$ cat src/rtl/approx_add_pkg.sv
// Shared types and elaboration helpers for the pipelined approximate adder.
package approx_add_pkg;

    typedef enum logic [1:0] {
        MODE_EXACT = 2'd0,
        MODE_COPY  = 2'd1,
        MODE_OR    = 2'd2,
        MODE_SPEC  = 2'd3
    } mode_e;

    function automatic int chunk_w(input int width, input int stages);
        return (width + stages - 1) / stages;
    endfunction

    // Never returns zero so the K port stays legal when MAX_K is 0.
    function automatic int k_w(input int max_k);
        int w;
        w = $clog2(max_k + 1);
        return (w < 1) ? 1 : w;
    endfunction

endpackage

$ cat src/rtl/approx_add_stage.sv
// One pipeline slice: adds its chunk of the pre-conditioned operands and
// registers the running sum, the carry and everything later slices still need.
module approx_add_stage #(
    parameter int WIDTH = 8,
    parameter int CW    = 4,
    parameter int IDX   = 0
) (
    input  logic             clk,
    input  logic             rst_n,
    input  logic             en_i,
    input  logic             valid_i,
    input  logic [WIDTH-1:0] a_i,
    input  logic [WIDTH-1:0] b_i,
    input  logic [WIDTH-1:0] sum_i,
    input  logic             carry_i,
    input  logic [WIDTH:0]   exact_i,
    output logic             valid_o,
    output logic [WIDTH-1:0] a_o,
    output logic [WIDTH-1:0] b_o,
    output logic [WIDTH-1:0] sum_o,
    output logic             carry_o,
    output logic [WIDTH:0]   exact_o
);

    localparam int LO = IDX * CW;
    localparam int HI = (LO + CW < WIDTH) ? (LO + CW) : WIDTH;

    logic             valid_q;
    logic [WIDTH-1:0] a_q;
    logic [WIDTH-1:0] b_q;
    logic [WIDTH-1:0] sum_q;
    logic [WIDTH-1:0] sum_d;
    logic             carry_q;
    logic             carry_d;
    logic [WIDTH:0]   exact_q;

    // Ripple add of this slice's bits. Approximated low bits arrive pre-placed
    // in sum_i with zeroed operands, so OR-ing keeps them intact.
    always_comb begin : chunk_add
        logic cy;
        cy    = carry_i;
        sum_d = sum_i;
        for (int i = LO; i < HI; i++) begin
            sum_d[i] = sum_i[i] | (a_i[i] ^ b_i[i] ^ cy);
            cy       = (a_i[i] & b_i[i]) | (cy & (a_i[i] ^ b_i[i]));
        end
        carry_d = cy;
    end

    // Slice registers; hold whenever the pipeline is stalled.
    always_ff @(posedge clk or negedge rst_n) begin
        if (!rst_n) begin
            valid_q <= 1'b0;
            a_q     <= {WIDTH{1'b0}};
            b_q     <= {WIDTH{1'b0}};
            sum_q   <= {WIDTH{1'b0}};
            carry_q <= 1'b0;
            exact_q <= {(WIDTH+1){1'b0}};
        end else if (en_i) begin
            valid_q <= valid_i;
            a_q     <= a_i;
            b_q     <= b_i;
            sum_q   <= sum_d;
            carry_q <= carry_d;
            exact_q <= exact_i;
        end else begin
            valid_q <= valid_q;
            a_q     <= a_q;
            b_q     <= b_q;
            sum_q   <= sum_q;
            carry_q <= carry_q;
            exact_q <= exact_q;
        end
    end

    assign valid_o = valid_q;
    assign a_o     = a_q;
    assign b_o     = b_q;
    assign sum_o   = sum_q;
    assign carry_o = carry_q;
    assign exact_o = exact_q;

endmodule

$ cat src/rtl/approx_add_pipe.sv
// Pipelined approximate adder with per-beat mode/K selection, a valid/ready
// stream interface and an exact-sum error monitor.
module approx_add_pipe
    import approx_add_pkg::*;
#(
    parameter int WIDTH  = 8,
    parameter int STAGES = 2,
    parameter int MAX_K  = 4,
    parameter int CNT_W  = 16
) (
    input  logic                    clk,
    input  logic                    rst_n,
    input  logic                    in_valid,
    output logic                    in_ready,
    input  logic [WIDTH-1:0]        in_a,
    input  logic [WIDTH-1:0]        in_b,
    input  logic [1:0]              in_mode,
    input  logic [k_w(MAX_K)-1:0]   in_k,
    output logic                    out_valid,
    input  logic                    out_ready,
    output logic [WIDTH:0]          out_sum,
    input  logic                    stat_clr,
    output logic [CNT_W-1:0]        err_cnt,
    output logic [CNT_W-1:0]        tot_cnt,
    output logic [WIDTH:0]          max_err
);

    localparam int KW = k_w(MAX_K);
    localparam int CW = chunk_w(WIDTH, STAGES);

    mode_e            mode_s;
    logic [KW-1:0]    ke_s;
    logic [WIDTH-1:0] a_m_s;
    logic [WIDTH-1:0] b_m_s;
    logic [WIDTH-1:0] lo_s;
    logic [WIDTH:0]   exact_s;

    logic             vld_s   [STAGES+1];
    logic [WIDTH-1:0] a_s     [STAGES+1];
    logic [WIDTH-1:0] b_s     [STAGES+1];
    logic [WIDTH-1:0] sum_s   [STAGES+1];
    logic             cy_s    [STAGES+1];
    logic [WIDTH:0]   ex_s    [STAGES+1];

    logic             fire_s;
    logic [WIDTH:0]   exact_fin_s;
    logic [WIDTH:0]   diff_s;
    logic [CNT_W-1:0] tot_q;
    logic [CNT_W-1:0] tot_d;
    logic [CNT_W-1:0] err_q;
    logic [CNT_W-1:0] err_d;
    logic [WIDTH:0]   max_q;
    logic [WIDTH:0]   max_d;

    // Low-bit approximation. Approximated bits go straight into the initial
    // sum; their operand bits are zeroed except bit ke-1, where both operands
    // carry c so the exact high-part adder sees c as its carry-in.
    always_comb begin : low_bits
        logic c_bit;
        mode_s = mode_e'(in_mode);
        if (mode_s == MODE_EXACT) begin
            ke_s = {KW{1'b0}};
        end else if (in_k > KW'(MAX_K)) begin
            ke_s = KW'(MAX_K);
        end else begin
            ke_s = in_k;
        end
        a_m_s = in_a;
        b_m_s = in_b;
        lo_s  = {WIDTH{1'b0}};
        c_bit = 1'b0;
        for (int i = 0; i < WIDTH; i++) begin
            if (i < int'(ke_s)) begin
                case (mode_s)
                    MODE_COPY: lo_s[i] = in_b[i];
                    MODE_OR:   lo_s[i] = in_a[i] | in_b[i];
                    MODE_SPEC: lo_s[i] = in_a[i] ^ in_b[i];
                    default:   lo_s[i] = 1'b0;
                endcase
                if ((i == int'(ke_s) - 1) && (mode_s != MODE_COPY)) begin
                    c_bit = in_a[i] & in_b[i];
                end else begin
                    c_bit = 1'b0;
                end
                a_m_s[i] = c_bit;
                b_m_s[i] = c_bit;
            end else begin
                a_m_s[i] = in_a[i];
                b_m_s[i] = in_b[i];
            end
        end
        exact_s = {1'b0, in_a} + {1'b0, in_b};
    end

    assign in_ready = !out_valid || out_ready;

    assign vld_s[0] = in_valid;
    assign a_s[0]   = a_m_s;
    assign b_s[0]   = b_m_s;
    assign sum_s[0] = lo_s;
    assign cy_s[0]  = 1'b0;
    assign ex_s[0]  = exact_s;

    for (genvar s = 0; s < STAGES; s++) begin : g_stage
        approx_add_stage #(
            .WIDTH (WIDTH),
            .CW    (CW),
            .IDX   (s)
        ) u_stage (
            .clk     (clk),
            .rst_n   (rst_n),
            .en_i    (in_ready),
            .valid_i (vld_s[s]),
            .a_i     (a_s[s]),
            .b_i     (b_s[s]),
            .sum_i   (sum_s[s]),
            .carry_i (cy_s[s]),
            .exact_i (ex_s[s]),
            .valid_o (vld_s[s+1]),
            .a_o     (a_s[s+1]),
            .b_o     (b_s[s+1]),
            .sum_o   (sum_s[s+1]),
            .carry_o (cy_s[s+1]),
            .exact_o (ex_s[s+1])
        );
    end

    assign out_valid   = vld_s[STAGES];
    assign out_sum     = {cy_s[STAGES], sum_s[STAGES]};
    assign exact_fin_s = ex_s[STAGES];
    assign fire_s      = out_valid && out_ready;

    // Absolute error of the result currently presented.
    always_comb begin
        if (exact_fin_s >= out_sum) begin
            diff_s = exact_fin_s - out_sum;
        end else begin
            diff_s = out_sum - exact_fin_s;
        end
    end

    // Statistics next state; a clear overrides a coincident transfer.
    always_comb begin
        tot_d = tot_q;
        err_d = err_q;
        max_d = max_q;
        if (stat_clr) begin
            tot_d = {CNT_W{1'b0}};
            err_d = {CNT_W{1'b0}};
            max_d = {(WIDTH+1){1'b0}};
        end else if (fire_s) begin
            if (tot_q != {CNT_W{1'b1}}) begin
                tot_d = tot_q + CNT_W'(1);
            end else begin
                tot_d = tot_q;
            end
            if ((diff_s != {(WIDTH+1){1'b0}}) && (err_q != {CNT_W{1'b1}})) begin
                err_d = err_q + CNT_W'(1);
            end else begin
                err_d = err_q;
            end
            if (diff_s > max_q) begin
                max_d = diff_s;
            end else begin
                max_d = max_q;
            end
        end else begin
            tot_d = tot_q;
            err_d = err_q;
            max_d = max_q;
        end
    end

    // Statistics registers.
    always_ff @(posedge clk or negedge rst_n) begin
        if (!rst_n) begin
            tot_q <= {CNT_W{1'b0}};
            err_q <= {CNT_W{1'b0}};
            max_q <= {(WIDTH+1){1'b0}};
        end else begin
            tot_q <= tot_d;
            err_q <= err_d;
            max_q <= max_d;
        end
    end

    assign tot_cnt = tot_q;
    assign err_cnt = err_q;
    assign max_err = max_q;

endmodule
$ cat config.mk
export PLATFORM = sky130hd
export DESIGN_NAME = approx_add_pipe
export DESIGN_NICKNAME = d
export VERILOG_FILES = /design/src/rtl/approx_add_pkg.sv /design/src/rtl/approx_add_stage.sv /design/src/rtl/approx_add_pipe.sv
export SDC_FILE = /design/constraint.sdc
export NUM_CORES = 1
export LEC_CHECK = 0
export ABC_AREA = 1
export BUFFER_PORTS_ARGS = -buffer_cell sky130_fd_sc_hd__buf_4
export CELL_PAD_IN_SITES_DETAIL_PLACEMENT = 1
export CELL_PAD_IN_SITES_GLOBAL_PLACEMENT = 1
export CORE_MARGIN = 2
export CORE_UTILIZATION = 41
export DETAILED_ROUTE_END_ITERATION = 10
export HOLD_SLACK_MARGIN = 0.02
export PLACE_DENSITY_LB_ADDON = 0.1
export SYNTH_ARGS = -nofsm -noshare
export SYNTH_HDL_FRONTEND = slang
export SYNTH_SLANG_ARGS = --single-unit
export TNS_END_PERCENT = 100
$ cat constraint.sdc
create_clock -name clk -period 8.2 [get_ports clk]
set_input_delay 0.41 -clock clk [delete_from_list [all_inputs] [get_ports clk]]
set_output_delay 0.41 -clock clk [all_outputs]
set_load 0.01 [all_outputs]
# Yosys cells after proc, flatten, opt, wreduce, memory -nomap -nowiden

Cells that the tools add are included.
W data, S select, Z words.

Register bits: 94
Input bits: 26
Output and inout bits: 52
Logic and storage cells: 174

$add $sub $neg: 6
Order comparisons: 10
Equal/unequal tests: 12
Muxes and demuxes: 47
Bitwise gates (word level): 65
Reduce and logical (&&, ||, !) cells: 21

Operator list:

| operator                | number |
|---|---|
| $mux W16                | 6 |
| $mux W9                 | 4 |
| $add A16 B1 Y16 const B | 2 |
| $logic_not A32 Y1       | 1 |
| $ne A16 B16 Y1 const B  | 2 |
| $mux W1                 | 28 |
| $and A1 B1 Y1           | 22 |
| $xor A1 B1 Y1           | 22 |
| $or A1 B1 Y1            | 21 |
| $pmux W1 S3             | 7 |
| $sub A9 B9 Y9           | 2 |
| $eq A4 B4 Y1 const A    | 3 |
| $add A8 B8 Y9           | 1 |
| $ge A9 B9 Y1            | 1 |
| $gt A9 B9 Y1            | 1 |
| $logic_and A1 B1 Y1     | 9 |
| $lt A3 B3 Y1 const A    | 3 |
| $reduce_bool A9 Y1      | 1 |
| $eq A3 B4 Y1 const A    | 2 |
| $reduce_bool A2 Y1      | 4 |
| $lt A1 B3 Y1 const A    | 2 |
| $lt A2 B3 Y1 const A    | 2 |
| $mux W3                 | 2 |
| $reduce_and A2 Y1       | 3 |
| other kinds (9)         | 10 |

# Logic depth before layout (Yosys ltp)

Word-level depth: 15
Depth in mapped cells: 23
Gate-level depth less buffers: 22

# By module

Synthesis repeated with hierarchy kept, for this count alone.

Cell total of the unflattened synthesis: 956
Area total of the unflattened synthesis: 7,176.9 um^2

By module, submodules not included:

| module           | instances | cells each | area an instance (um^2) | seq. area each (um^2) |
|---|---|---|---|---|
| approx_add_pipe  | 1         | 640        | 4,336.7                 | 1,026.0 |
| approx_add_stage | 2         | 158        | 1,420.1                 | 875.8 |

# Least setup slack after synthesis

Ideal clock, no wire load.

Kind: input to register
From: in in_k[1]
To: reg g_stage[0].u_stage.sum_q[3]
Library setup time: 0.082 ns
Arrival: 2.795 ns
Data required time: 8.118 ns
Setup slack: 5.323 ns
Cell stages on the path: 13
Buffers on the path: 0
Cell sequence: inv_1 nor3_1 nor2_1 nand2_1 o41ai_1 o21ai_0 inv_1 ha_1 fa_1 fa_1 inv_1 fa_1 a31oi_1

Cells in the longest elaborated chain, start to end: 15
Elaborated cells on any way between the ends: 41
Classes of those cells: 1 x add/sub; 5 x order compare; 3 x eq/ne; 15 x mux; 12 x bitwise; 5 x reduce/logical

RTL lines:

| what                                                     | line                   | source |
|---|---|---|
| from (decl)                                              | approx_add_pipe.sv:18  | `input logic [k_w(MAX_K)-1:0] in_k,` |
| $gt A3 B3 Y1                                             | approx_add_pipe.sv:63  | `end else if (in_k > KW'(MAX_K)) begin` |
| $mux W3 *                                                | approx_add_pipe.sv:63  |  |
| $mux W3 *                                                | approx_add_pipe.sv:61  | `if (mode_s == MODE_EXACT) begin` |
| $sub A3 B1 Y4                                            | approx_add_pipe.sv:80  | `if ((i == int'(ke_s) - 1) && (mode_s != MODE_COPY)) begin` |
| $logic_not A32 Y1 / $eq A2 B4 Y1 (equally long branches) | approx_add_pipe.sv:80  |  |
| $logic_and A1 B1 Y1                                      | approx_add_pipe.sv:80  |  |
| $mux W1                                                  | approx_add_pipe.sv:80  |  |
| $mux W1                                                  | approx_add_pipe.sv:73  | `if (i < int'(ke_s)) begin` |
| $and A1 B1 Y1 / $xor A1 B1 Y1 (equally long branches)    | approx_add_stage.sv:45 | `cy = (a_i[i] & b_i[i]) \| (cy & (a_i[i] ^ b_i[i]));` |
| $and A1 B1 Y1                                            | approx_add_stage.sv:45 |  |
| $or A1 B1 Y1                                             | approx_add_stage.sv:45 |  |
| $and A1 B1 Y1                                            | approx_add_stage.sv:45 |  |
| $or A1 B1 Y1                                             | approx_add_stage.sv:45 |  |
| $xor A1 B1 Y1                                            | approx_add_stage.sv:44 | `sum_d[i] = sum_i[i] \| (a_i[i] ^ b_i[i] ^ cy);` |
| $or A1 B1 Y1 *                                           | approx_add_stage.sv:44 |  |
| to (signal assigned)                                     | approx_add_stage.sv:56 | `sum_q <= {WIDTH{1'b0}};` |
| to (signal assigned)                                     | approx_add_stage.sv:63 | `sum_q <= sum_d;` |
| to (signal assigned)                                     | approx_add_stage.sv:70 | `sum_q <= sum_q;` |
| to (decl)                                                | approx_add_stage.sv:31 | `logic [WIDTH-1:0] sum_q;` |

Mark *: on every way between the ends. The rest lies on a longest branch, timed or not.
A chain may end at the register's enable or synchronous reset.

# Final worst setup path

From: reg g_stage[1].u_stage.sum_q[4]
To: reg max_q[7] (netlist: max_err[7])

Cells in the longest elaborated chain, start to end: 5
Elaborated cells on any way between the ends: 10
Classes of those cells: 2 x add/sub; 2 x order compare; 4 x mux; 2 x reduce/logical

RTL lines:

| what                                                           | line                   | source |
|---|---|---|
| from (decl)                                                    | approx_add_stage.sv:31 |  |
| from (signal assigned)                                         | approx_add_stage.sv:56 |  |
| from (signal assigned)                                         | approx_add_stage.sv:63 |  |
| from (signal assigned)                                         | approx_add_stage.sv:70 |  |
| $sub A9 B9 Y9, or another cell as far along                    | approx_add_pipe.sv:138 | `diff_s = out_sum - exact_fin_s;` |
| $mux W9 *                                                      | approx_add_pipe.sv:135 | `if (exact_fin_s >= out_sum) begin` |
| $gt A9 B9 Y1 / $mux W9 (equally long branches)                 | approx_add_pipe.sv:162 | `if (diff_s > max_q) begin` |
| $reduce_bool A2 Y1 (no line) / $mux W9 (equally long branches) | -                      |  |
| $reduce_and A2 Y1 (no line) / $mux W9 (equally long branches)  | -                      |  |
| to (signal assigned)                                           | approx_add_pipe.sv:179 | `max_q <= {(WIDTH+1){1'b0}};` |
| to (signal assigned)                                           | approx_add_pipe.sv:183 | `max_q <= max_d;` |
| to (decl)                                                      | approx_add_pipe.sv:52  | `logic [WIDTH:0] max_q;` |

Mark *: on every way between the ends. The rest lies on a longest branch, timed or not. The select of a mux whose other input is x is not followed.

==> metrics.csv <==
stage;metric;value;unit
run_status;status;finished clean;
setup_path;CP required;8.45;ns
global_routing;GRT Total Usage;20.7;%
synth;Warnings, synthesis;0;
die;die width;125;um
final_layout;Finished Cell Area;0.00703;mm^2
global_routing;global-route wire length before repair;26700;um
drt;DRT Pass-1 Iters;4;
global_routing;grt met1 use;26.8;%
sta;clk_skew;0.00832;ns
cts;# hold bufs at CTS;0;
cts;Clk pin slew, worst setup/hold paths;0.06;ns
cts;CTS Buf Count;9;
synth;number of synthesized register bits;86;
cts;CTS Buffer Depth;2;
sta;slew margin rel.;38.1;%
setup_path;CP Capture Type;flop;
final_layout;Nets;931;
synth;largest family of logic cells by synthesized area;simple AND/OR/NAND/NOR gates;
synth;sequential area share after synthesis;36.0;%
sta;final hold violations;0;
global_routing;vias in the first global route;5602;
final_layout;final core occ;48.9;%
global_routing;met3 Use GR;3.26;%
drt;antenna viol nets, final;0;
drt;DR WL/cell;15.0;um
setup_path;max incr delay on CP;0.43;ns
global_routing;gr busiest metal;met2;
final_layout;area of the multi-input gates;0.00321;mm^2
cts;Clock Latency Late Sink;0.35;ns
drt;vias;5311;
setup_path;CP arrival;3.80;ns
sta;fin. max-slew vios;0;
synth;Top FF cell, synth;dfrtp_1;
cts;post-CTS resize count;0;
synth;mux contribution to synthesized area;0;%
job;Max Cap Violations;0;
setup_path;critical path fanouts, max;8;
place;gpl congestion;0.871;
cts;H-tree levels;3;
final_layout;commonest cells after routing, fill and taps aside;nand2_1 (177), inv_1 (133), dfrtp_1 (86);
global_routing;largest net degree at the start of global routing;52;
synth;EDFF count, synth;0;
synth;fraction of registers with async set/reset;100;%
synth;simple-gate share of the synthesized area;27.4;%
sta;Tmin final;3.55;ns
cts;Root Buffer;clkbuf_16;
setup_path;CP most frequent cell;nand2_1;
die;FP Rows;44;
die;die area;0.0156;mm^2
sta;period utilization;43.3;%
drt;Initial DRC Count;315;
worst_hold_path;worst hold path class;input pin to asynchronous set/reset pin;
final_layout;register area;0.00215;mm^2
synth;Compound-Gate Fraction of Synth Area;10.2;%
synth;Post-Synth XOR/XNOR Area;3.52;%
global_routing;global route overflow;0;
synth;Cells after Synth;779;
final_layout;Area Overhead vs Synth;17.6;%
power;pwr/cell area;289;mW/mm^2
synth;post-synthesis instance area;0.00598;mm^2
cts;total clock sinks;86;
setup_path;CP max stage cell;ha_1;
synth;post-synthesis adder-cell area fraction;12.6;%
drt;Residual DRC;0;
die;Core Area;0.0144;mm^2
cts;post-CTS setup buffer count;0;
sta;FMAX;282;MHz
final_layout;share of cells above drive strength 1;16.1;%
final_layout;Layout Cells excl Fill;1040;
cts;CTS tree;built;
drt;routed wire length;15600;um
power;Worst VDD drop;0.0992;mV
global_routing;met2 Track Usage GR;35.6;%
global_routing;initial antenna violation count;0;
final_layout;most common cell after layout, fill and taps aside;nand2_1;
setup_path;kind of critical path;flop to flop;
setup_path;Worst setup SP type;flop;
final_layout;# diodes;0;
sta;setup violators final;0;
place;Detailed Place HPWL;11900;um
place;placed insts;1024;
sta;Setup TNS Final;0;ns
final_layout;Filler Cells Inserted;1799;
die;initial cell density of the core;41.6;%
drt;Vias per Instance;5.11;
setup_path;CP cell instances;inv_1, ha_1, nand2_2, nor2_2, nand2_1, nand3_2, nand2_2, nand2_8, nand2_1, nand2_1, inv_1, ha_1, nand2_1, nor2_1, nand3b_1, o2111ai_1, nand4_1, o22ai_1;
sta;unrepaired setup endpoints after global routing;no;
place;port bufs;77;
power;static leakage;3.70;nW
synth;Yosys cell types;40;
synth;Post-Synthesis Mean Instance Area;7.67;um^2
die;boundary pin count;78;
synth;Post-Syn Nets;859;
place;Post-DP Area;0.00671;mm^2
die;DIE HEIGHT;125;um
sta;Slew @ Worst Pin;0.929;ns
power breakdown:
group	internal, W	switching, W
registers	0.000491	0.0000476
clock network	0.000262	0.000177
logic	0.000380	0.000672
Yosys cell counts, types with 16 or more instances:
master     n  area share (%)
nand2_1  177              11
inv_1    133             8.4
dfrtp_1   86              36
o21ai_0   61             5.1
nor2_1    48             3.0
ha_1      44             9.2
nand3_1   44             3.7
a21oi_1   29             2.4
nand4_1   23             2.4
xor2_1    19             2.8
nand2_2   16             1.7
worst max-delay path: cells and delay by family, from the launching register on:
family | cells | cell delay, ns
and+or+nand+nor | 12 | 1.70
adders and majority gates | 2 | 0.75
AOI/OAI and AO/OA | 2 | 0.46
DFF | 1 | 0.41
buffers and inverters | 2 | 0.14
per-layer routing:
metal | part of all wire (%) | vias to the layer above
met5 | 0 | -
met4 | 1.6 | 0
met3 | 2.7 | 19
met2 | 50 | 76
met1 | 46 | 2577
li1 | - | 2639
logic make-up (layout without fill, tap and decap cells):
kind of cell | Yosys count | after routing
and+or+nand+nor | 348 | 348
AOI/OAI and AO/OA | 112 | 112
xor gates and xnor gates | 24 | 24
buffers and inverters | 155 | 232
adders and majority gates | 54 | 54
DFF | 86 | 86
layout make-up:
cell class                      count  area share (%)
Sequential cell                    86            30.6
Inverter                          135            7.24
Clock inverter                      4           0.748
Tap cell                          184            3.28
Clock buffer                       12            3.79
Multi-Input combinational cell    538            45.7
Timing Repair Buffer               81            8.65
registers in the layout (all words and copies together), names as in the netlist:
signal and count:
g_stage.u_stage.carry_o 2, g_stage.u_stage.b_o 4, g_stage.u_stage.sum_o 15, g_stage.u_stage.exact_o 18
g_stage.u_stage.a_o 4, tot_cnt 16, g_stage.u_stage.valid_o 2, max_err 9
err_cnt 16
stage by stage:
| step | hold WS [ns] | setup WS (ns) | power [W] |
|---|---|---|---|
| 2_1_floorplan | 0.114 | 5.32 | 0.00130 |
| 3_3_place_gp | 0.433 | 4.92 | 0.00156 |
| 3_5_place_dp | 0.441 | 4.75 | 0.00160 |
| 4_1_cts | 0.0744 | 4.69 | 0.00206 |
| 5_1_grt | 0.0941 | 4.36 | 0.00222 |
| 6_report | 0.0522 | 4.65 | 0.00203 |
path summary, 6_finish.rpt:
kind	startpoint	to	slack, ns	cells past startpoint
max	g_stage[1].u_stage.sum_o[4]$_DFFE_PN0P_	max_err[7]$_DFFE_PN0P_	4.65	18
min	rst_n	max_err[1]$_DFFE_PN0P_	0.05	1
max reg2reg	g_stage[1].u_stage.sum_o[4]$_DFFE_PN0P_	max_err[7]$_DFFE_PN0P_	4.65	18
min reg2reg	g_stage[0].u_stage.valid_o$_DFFE_PN0P_	g_stage[1].u_stage.valid_o$_DFFE_PN0P_	0.46	2
max in group asynchronous	rst_n	g_stage[0].u_stage.b_o[5]$_DFFE_PN0P_	7.12	2
min in group clk	stat_clr	tot_cnt[8]$_DFFE_PN0P_	0.26	2
(Power assumes the default switching activity.)
